==> src/rtl/muldiv_pkg.sv <==
// Shared definitions for the iterative RV32M multiply/divide sequencer.
// Holds the funct3 encodings, FSM state type, width constant, the special
// result constants, and the early-out result helper used when
// MULDIV_EARLY_OUT_EN is defined.
package muldiv_pkg;

    localparam int unsigned XLEN = 32;

    localparam logic [2:0] F3_MUL    = 3'd0;
    localparam logic [2:0] F3_MULH   = 3'd1;
    localparam logic [2:0] F3_MULHSU = 3'd2;
    localparam logic [2:0] F3_MULHU  = 3'd3;
    localparam logic [2:0] F3_DIV    = 3'd4;
    localparam logic [2:0] F3_DIVU   = 3'd5;
    localparam logic [2:0] F3_REM    = 3'd6;
    localparam logic [2:0] F3_REMU   = 3'd7;

    localparam logic [XLEN-1:0] DIV0_Q  = 32'hFFFF_FFFF;
    localparam logic [XLEN-1:0] INT_MIN = 32'h8000_0000;

    typedef enum logic [1:0] {
        IDLE = 2'd0,
        CALC = 2'd1,
        FIX  = 2'd2,
        DONE = 2'd3
    } state_t;

    // Result of an operation that can be resolved without iterating:
    // divide-by-zero, signed overflow, or a multiply with a zero operand.
    function automatic logic [XLEN-1:0] special_result(
        input logic [2:0]      f3,
        input logic [XLEN-1:0] a,
        input logic [XLEN-1:0] b
    );
        logic [XLEN-1:0] r;
        r = '0;
        if (f3[2]) begin
            if (b == '0) begin
                r = f3[1] ? a : DIV0_Q;
            end else begin
                r = f3[1] ? '0 : INT_MIN;
            end
        end
        return r;
    endfunction

endpackage

==> src/rtl/muldiv_sign_fix.sv <==
// Combinational sign handling for the multiply/divide sequencer.
// Operand side: per-op magnitudes, result sign and special-case flags,
// consumed by the IDLE latch. Result side: two's-complement correction
// and final selection of product half / quotient / remainder in FIX.
module muldiv_sign_fix
    import muldiv_pkg::*;
(
    input  logic [2:0]        op_funct3,
    input  logic [XLEN-1:0]   op_a,
    input  logic [XLEN-1:0]   op_b,
    output logic [XLEN-1:0]   a_mag,
    output logic [XLEN-1:0]   b_mag,
    output logic              res_neg,
    output logic              div0,
    output logic              ovf,
    input  logic [2:0]        fix_funct3,
    input  logic              fix_neg,
    input  logic              fix_div0,
    input  logic              fix_ovf,
    input  logic [2*XLEN-1:0] prod,
    input  logic [XLEN-1:0]   quot,
    input  logic [XLEN-1:0]   rem,
    output logic [XLEN-1:0]   fix_result
);

    logic a_signed;
    logic b_signed;
    logic a_neg;
    logic b_neg;

    logic [2*XLEN-1:0] prod_s;
    logic [XLEN-1:0]   quot_s;
    logic [XLEN-1:0]   rem_s;

    // Operand magnitudes, result sign and special-case detection.
    always_comb begin
        a_signed = (op_funct3 == F3_MULH) || (op_funct3 == F3_MULHSU) ||
                   (op_funct3 == F3_DIV)  || (op_funct3 == F3_REM);
        b_signed = (op_funct3 == F3_MULH) || (op_funct3 == F3_DIV) ||
                   (op_funct3 == F3_REM);
        a_neg    = a_signed && op_a[XLEN-1];
        b_neg    = b_signed && op_b[XLEN-1];
        a_mag    = a_neg ? (~op_a + 1'b1) : op_a;
        b_mag    = b_neg ? (~op_b + 1'b1) : op_b;
        // Remainder follows the dividend; everything else follows the XOR.
        if (op_funct3 == F3_REM) begin
            res_neg = a_neg;
        end else begin
            res_neg = a_neg ^ b_neg;
        end
        div0 = op_funct3[2] && (op_b == '0);
        ovf  = ((op_funct3 == F3_DIV) || (op_funct3 == F3_REM)) &&
               (op_a == INT_MIN) && (op_b == '1);
    end

    // Sign correction and result selection.
    always_comb begin
        prod_s     = fix_neg ? (~prod + 1'b1) : prod;
        quot_s     = fix_neg ? (~quot + 1'b1) : quot;
        rem_s      = fix_neg ? (~rem + 1'b1)  : rem;
        fix_result = '0;
        case (fix_funct3)
            F3_MUL:                       fix_result = prod_s[XLEN-1:0];
            F3_MULH, F3_MULHSU, F3_MULHU: fix_result = prod_s[2*XLEN-1:XLEN];
            F3_DIV, F3_DIVU: begin
                if (fix_div0) begin
                    fix_result = DIV0_Q;
                end else if (fix_ovf) begin
                    fix_result = INT_MIN;
                end else begin
                    fix_result = quot_s;
                end
            end
            default: begin
                // A zero divisor leaves the dividend magnitude in the
                // remainder, so sign correction restores A unchanged.
                fix_result = fix_ovf ? '0 : rem_s;
            end
        endcase
    end

endmodule

==> src/rtl/muldiv_seq.sv <==
// Iterative RV32M multiply/divide sequencer (radix-2, 32 iterations).
// IDLE -> CALC (32 cycles) -> FIX -> DONE, stalling the pipeline via busy.
// Optional feature macro: MULDIV_EARLY_OUT_EN -- divide-by-zero, signed
// overflow and zero-operand multiplies skip straight to DONE.
module muldiv_seq
    import muldiv_pkg::*;
#(
    parameter int unsigned XLEN   = 32,
    parameter int unsigned ITER_W = 6
) (
    input  logic            clk,
    input  logic            rst,
    input  logic            start,
    input  logic [2:0]      funct3,
    input  logic [XLEN-1:0] A,
    input  logic [XLEN-1:0] B,
    input  logic            kill,
    output logic            ready,
    output logic            busy,
    output logic            done,
    output logic [XLEN-1:0] result
);

    state_t state;
    state_t state_nx;

    logic [ITER_W-1:0] counter;
    logic [2:0]        f3_q;
    logic              neg_q;
    logic              div0_q;
    logic              ovf_q;
    logic [XLEN-1:0]   opnd_q;
    logic [XLEN-1:0]   acc_hi;
    logic [XLEN-1:0]   acc_lo;
    logic [XLEN-1:0]   result_q;

    logic [XLEN-1:0] a_mag;
    logic [XLEN-1:0] b_mag;
    logic            res_neg;
    logic            div0;
    logic            ovf;
    logic [XLEN-1:0] fix_result;

    logic            accept;
    logic            take_early;
    logic            last_iter;

    logic [XLEN:0]   mul_sum;
    logic [XLEN:0]   div_shift;
    logic [XLEN-1:0] div_diff;
    logic            div_ok;
    logic [XLEN-1:0] hi_nx;
    logic [XLEN-1:0] lo_nx;

    muldiv_sign_fix u_sign_fix (
        .op_funct3  (funct3),
        .op_a       (A),
        .op_b       (B),
        .a_mag      (a_mag),
        .b_mag      (b_mag),
        .res_neg    (res_neg),
        .div0       (div0),
        .ovf        (ovf),
        .fix_funct3 (f3_q),
        .fix_neg    (neg_q),
        .fix_div0   (div0_q),
        .fix_ovf    (ovf_q),
        .prod       ({acc_hi, acc_lo}),
        .quot       (acc_lo),
        .rem        (acc_hi),
        .fix_result (fix_result)
    );

    assign accept    = (state == IDLE) && start && !kill;
    assign last_iter = (counter == ITER_W'(XLEN - 1));

`ifdef MULDIV_EARLY_OUT_EN
    logic mul_zero;
    assign mul_zero   = !funct3[2] && ((A == '0) || (B == '0));
    assign take_early = div0 || ovf || mul_zero;
`else
    assign take_early = 1'b0;
`endif

    // State register.
    always_ff @(posedge clk) begin
        if (rst) begin
            state <= IDLE;
        end else begin
            state <= state_nx;
        end
    end

    // Next-state and status outputs.
    always_comb begin
        state_nx = state;
        ready    = 1'b0;
        busy     = 1'b0;
        done     = 1'b0;
        case (state)
            IDLE: begin
                ready = 1'b1;
                if (accept) begin
                    state_nx = take_early ? DONE : CALC;
                end
            end
            CALC: begin
                busy = 1'b1;
                if (last_iter) begin
                    state_nx = FIX;
                end
            end
            FIX: begin
                busy     = 1'b1;
                state_nx = DONE;
            end
            default: begin
                done     = 1'b1;
                state_nx = IDLE;
            end
        endcase
        if (kill) begin
            state_nx = IDLE;
        end
    end

    // One radix-2 step: shift-add for multiply, restoring subtract for divide.
    always_comb begin
        mul_sum   = {1'b0, acc_hi} + {1'b0, (acc_lo[0] ? opnd_q : '0)};
        div_shift = {acc_hi, acc_lo[XLEN-1]};
        div_ok    = (div_shift >= {1'b0, opnd_q});
        // The true difference is below the divisor, so 32 bits suffice.
        div_diff  = div_shift[XLEN-1:0] - opnd_q;
        if (f3_q[2]) begin
            hi_nx = div_ok ? div_diff : div_shift[XLEN-1:0];
            lo_nx = {acc_lo[XLEN-2:0], div_ok};
        end else begin
            hi_nx = mul_sum[XLEN:1];
            lo_nx = {mul_sum[0], acc_lo[XLEN-1:1]};
        end
    end

    // Operation latch, iteration counter and accumulators.
    always_ff @(posedge clk) begin
        if (rst) begin
            counter <= '0;
            f3_q    <= '0;
            neg_q   <= 1'b0;
            div0_q  <= 1'b0;
            ovf_q   <= 1'b0;
            opnd_q  <= '0;
            acc_hi  <= '0;
            acc_lo  <= '0;
        end else if (accept) begin
            counter <= '0;
            f3_q    <= funct3;
            neg_q   <= res_neg;
            div0_q  <= div0;
            ovf_q   <= ovf;
            opnd_q  <= funct3[2] ? b_mag : a_mag;
            acc_hi  <= '0;
            acc_lo  <= funct3[2] ? a_mag : b_mag;
        end else if ((state == CALC) && !kill) begin
            counter <= counter + ITER_W'(1);
            acc_hi  <= hi_nx;
            acc_lo  <= lo_nx;
        end
    end

    // Result register: written in FIX, or at acceptance on the early path.
    always_ff @(posedge clk) begin
        if (rst) begin
            result_q <= '0;
        end else if (accept && take_early) begin
            result_q <= special_result(funct3, A, B);
        end else if ((state == FIX) && !kill) begin
            result_q <= fix_result;
        end
    end

    assign result = result_q;

endmodule

==> config.mk <==
export PLATFORM = sky130hd
export DESIGN_NAME = muldiv_seq
export DESIGN_NICKNAME = d
export VERILOG_FILES = /design/src/rtl/muldiv_pkg.sv /design/src/rtl/muldiv_sign_fix.sv /design/src/rtl/muldiv_seq.sv
export SDC_FILE = /design/constraint.sdc
export NUM_CORES = 1
export LEC_CHECK = 0
export CORE_UTILIZATION = 65
export CTS_BUF_LIST = sky130_fd_sc_hd__clkbuf_4 sky130_fd_sc_hd__clkbuf_8
export CTS_CLUSTER_SIZE = 16
export DETAILED_ROUTE_END_ITERATION = 8
export PLACE_DENSITY_LB_ADDON = 0.12
export SLEW_MARGIN = 20
export SYNTH_ARGS = -nofsm -noshare
export SYNTH_HDL_FRONTEND = slang
export SYNTH_HIERARCHICAL = 1
export SYNTH_SLANG_ARGS = --single-unit
==> constraint.sdc <==
create_clock -name clk -period 9.7 [get_ports clk]
set_input_delay 1.455 -clock clk [delete_from_list [all_inputs] [get_ports clk]]
set_output_delay 1.455 -clock clk [all_outputs]
set_load 0.1 [all_outputs]
==> metrics.md <==
| Metric | Value |
|---|---|
| Status | complete, no violations |
| Non-filler cells, final | 2486 |
| Synth top area cells | dfxtp_1 (18%), xnor2_1 (7.1%), mux2i_1 (7.1%) |
| Cell family with most CP delay | simple AND/OR/NAND/NOR gates |
| GRT Total Usage | 44.09% |
| Cell Area, Synth | 15570 µm² |
| Flop and latch count out of synthesis | 142 |
| Avg Inst Size Synth | 7.277 µm² |
| CP Cell Sequence | clkdlybuf4s50_1, nor4_1, nand2_1, nor3_1, nand2_1, nor4_1, a21oi_1, xor2_1, mux2i_1, a211oi_1 |
| Post-CTS Setup Bufs | 0 |
| Power Density | 108.2 nW/µm² |
| CTS root buf | clkbuf_8 |
| Drt wl/cell | 21.91 µm |
| Inst Count DP | roughly 2500 |
| Unrepaired setup endpoints after global routing | no |
| Slew HR | 24.77% |
| Post-CTS Resized | 0 |
| Most frequent cells in the layout | nand2_1 (218), nor2_1 (194), a21oi_1 (164) |
| I/O pin count | between 100 and 150 |
| Leak Pwr | 6.495 nW |
| Most common cell after layout, fill and taps aside | nand2_1 |
| Via/cell ratio | 6.903 |
| Fin util | between 70% and 80% |
| Crit-path max cell delay | 760 ps |
| TritonCTS Sinks | roughly 140 |
| Std-Cell Rows | between 50 and 60 |
| Max VDD drop | 0.09763 mV |
| Worst slew pin tran | 1127 ps |
| Seq/Total Area, Yosys | 18.25% |
| Reg clk slew, reported paths | 100 ps |
| Post-synth net total | ~2300 |
| HPWL after DPL | just over 40 mm |
| Cell taking the most area after synthesis | dfxtp_1 |
| Top_reg_cell synth | dfxtp_1 |
| Setup CP Type | primary input to flip-flop |
| Die Area | 24580 µm² |
| Worst setup SP type | primary input |
| Die W | 156.8 µm |
| Hold Vio Cnt, Final | 0 |
| Clock buffer depth | 2 |
| Gp weighted congestion | 1.016 |
| Slowest cell on crit path | nor4_1 |
| Post-route ant nets | 0 |
| Max Cap Viol | 0 |
| Initial Utilization | 66.34% |
| Nets | 2302 |
| Post-synth EDFFs | 0 |
| Critical path buffer and inverter count | 1 |
| Yosys warning count | 6 |
| Initial antenna violation count | 0 |
| Pins Over Slew Limit | 0 |
| Worst R2R Setup Slack | 5520 ps |
| CP Capture Type | flip-flop |
| Diode count | 0 |
| Post-CTS Hold Fix Bufs | 0 |
| Yosys cell types | 84 |
| Critical path data required time | 10090 ps |
| CP Max Fanout | 6 |
| Post-Synthesis Cells | between 2000 and 2500 |
| Die Y | 156.8 µm |
| Worst min-delay path category | flip-flop to flip-flop |
| Starting DRT DRC Count | between 2000 and 2500 |
| DRT Pass-1 Iters | 7 |
| Global route total overflow | 0 |
| Share of cells above drive strength 1 | between 4 and 5% |
| CTS tree | yes |
| DRC errors left | 0 |
| Critical Path Stages | 10 |
| Vias | roughly 17000 |
| Setup Skew | 20.79 ps |
| Crit path arrival time | roughly 4900 ps |
| Max Fclk | 220.1 MHz |
| Wire length of the first global-routing pass | 84.15 mm |
| Core area | 23470 µm² |
| Worst hold stages | 2 |
| H-tree levels | 4 |
| Min Tclk post-route | 4543 ps |
| Sum of negative setup slack | 0 ps |
| R2R depth | 12 |
| Final setup viols | 0 |
| CTS Buf Count | 17 |
| Port buffer count | between 100 and 150 |
| Largest net degree at the start of global routing | approximately 110 |
| Period utilization | between 40% and 50% |
| Vias in the first global route | roughly 15000 |
| Final wirelength | 54.48 mm |
| Ys async rst share | 0% |
| Worst skew pair latency | 490 ps |
| Top cell type's share of synthesized area | a little under a fifth |
| Area Overhead vs Synth | 9.907% |
==> sequential cells by signal, indices dropped and copies added, names as in the netlist <==
signal / flops
opnd_q: 32
acc_hi: 32
f3_q: 3
neg_q: 1
state: 2
acc_lo: 32
counter: 6
div0_q: 1
ovf_q: 1
result: 32
==> synth_stat cells, drive strengths merged (28+ instances only) <==
master / number
nor4: 31
o21ai: 138
and2: 39
nor2: 196
xor2: 106
nand4: 32
o211ai: 28
clkbuf: 99
a21o: 36
nand2: 219
nor3: 45
xnor2: 127
ha: 75
a21oi: 164
dfxtp: 142
o31ai: 47
a211oi: 116
buf: 32
inv: 71
mux2i: 111
nand3: 31
==> power by group <==
| group | leakage (nW) | internal (mW) | switching [mW] |
|---|---|---|---|
| combinational | 5.12 | 0.250 | 0.396 |
| clock | 0.214 | 0.222 | 0.309 |
| sequential | 1.16 | 0.607 | 0.0690 |
| total | 6.50 | 1.08 | 0.774 |
==> routing by layer <==
layer | wire length, µm | track usage [%]
met1 | 21120 | 55.92
met2 | 22750 | 65.95
met3 | 7355 | 13.13
met4 | 3252 | 25.49
met5 | 0 | 0
==> worst paths after layout <==
kind / start / end
setup / recovery: B[2] / acc_lo[28]
hold reg to reg: result[18] / result[18]
setup reg to reg: acc_lo[0] / result[0]
hold / removal: result[18] / result[18]
==> tightest hold or removal path, stage by stage, from the launching register on <==
cell     delay [ps]
dfxtp_1         320
nand2_1          50
a21oi_1          50
==> logic make-up (layout without fill, tap and decap cells) <==
family / after synthesis / in the layout / share of synthesized area [%]
simple gates: 710 / 710 / 22.00
compound gates: 661 / 661 / 27.91
mux: 114 / 114 / 7.352
buf+inv: 203 / 230 / 5.094
flops: 142 / 142 / 18.25
xor+xnor: 233 / 233 / 13.10
fa+ha+maj: 77 / 77 / 6.283
==> metrics by stage <==
stage	area, µm²	hold WS (ps)	setup slack, ps	power, mW
final	17120	460.1	5157	1.853
after global routing	17120	474.7	4985	1.924
after CTS	17110	459.7	5322	1.821
after detailed placement	16680	446.5	4913	1.302
after global placement	16680	441.9	5002	1.292
after floorplan	15570	435.1	6084	1.106
==> layout make-up <==
| type | instances | area (µm²) |
|---|---|---|
| Inverter | 72 | 270.3 |
| Sequential cell | 142 | 2848 |
| Fill cell | 1961 | 6357 |
| Clock buffer | 17 | 234.0 |
| Clock inverter | 15 | 187.7 |
| Tap cell | 319 | 399.1 |
| Timing Repair Buffer | 126 | 1204 |
| Multi-Input combinational cell | 1795 | 11970 |
(Power assumes the default switching activity.)
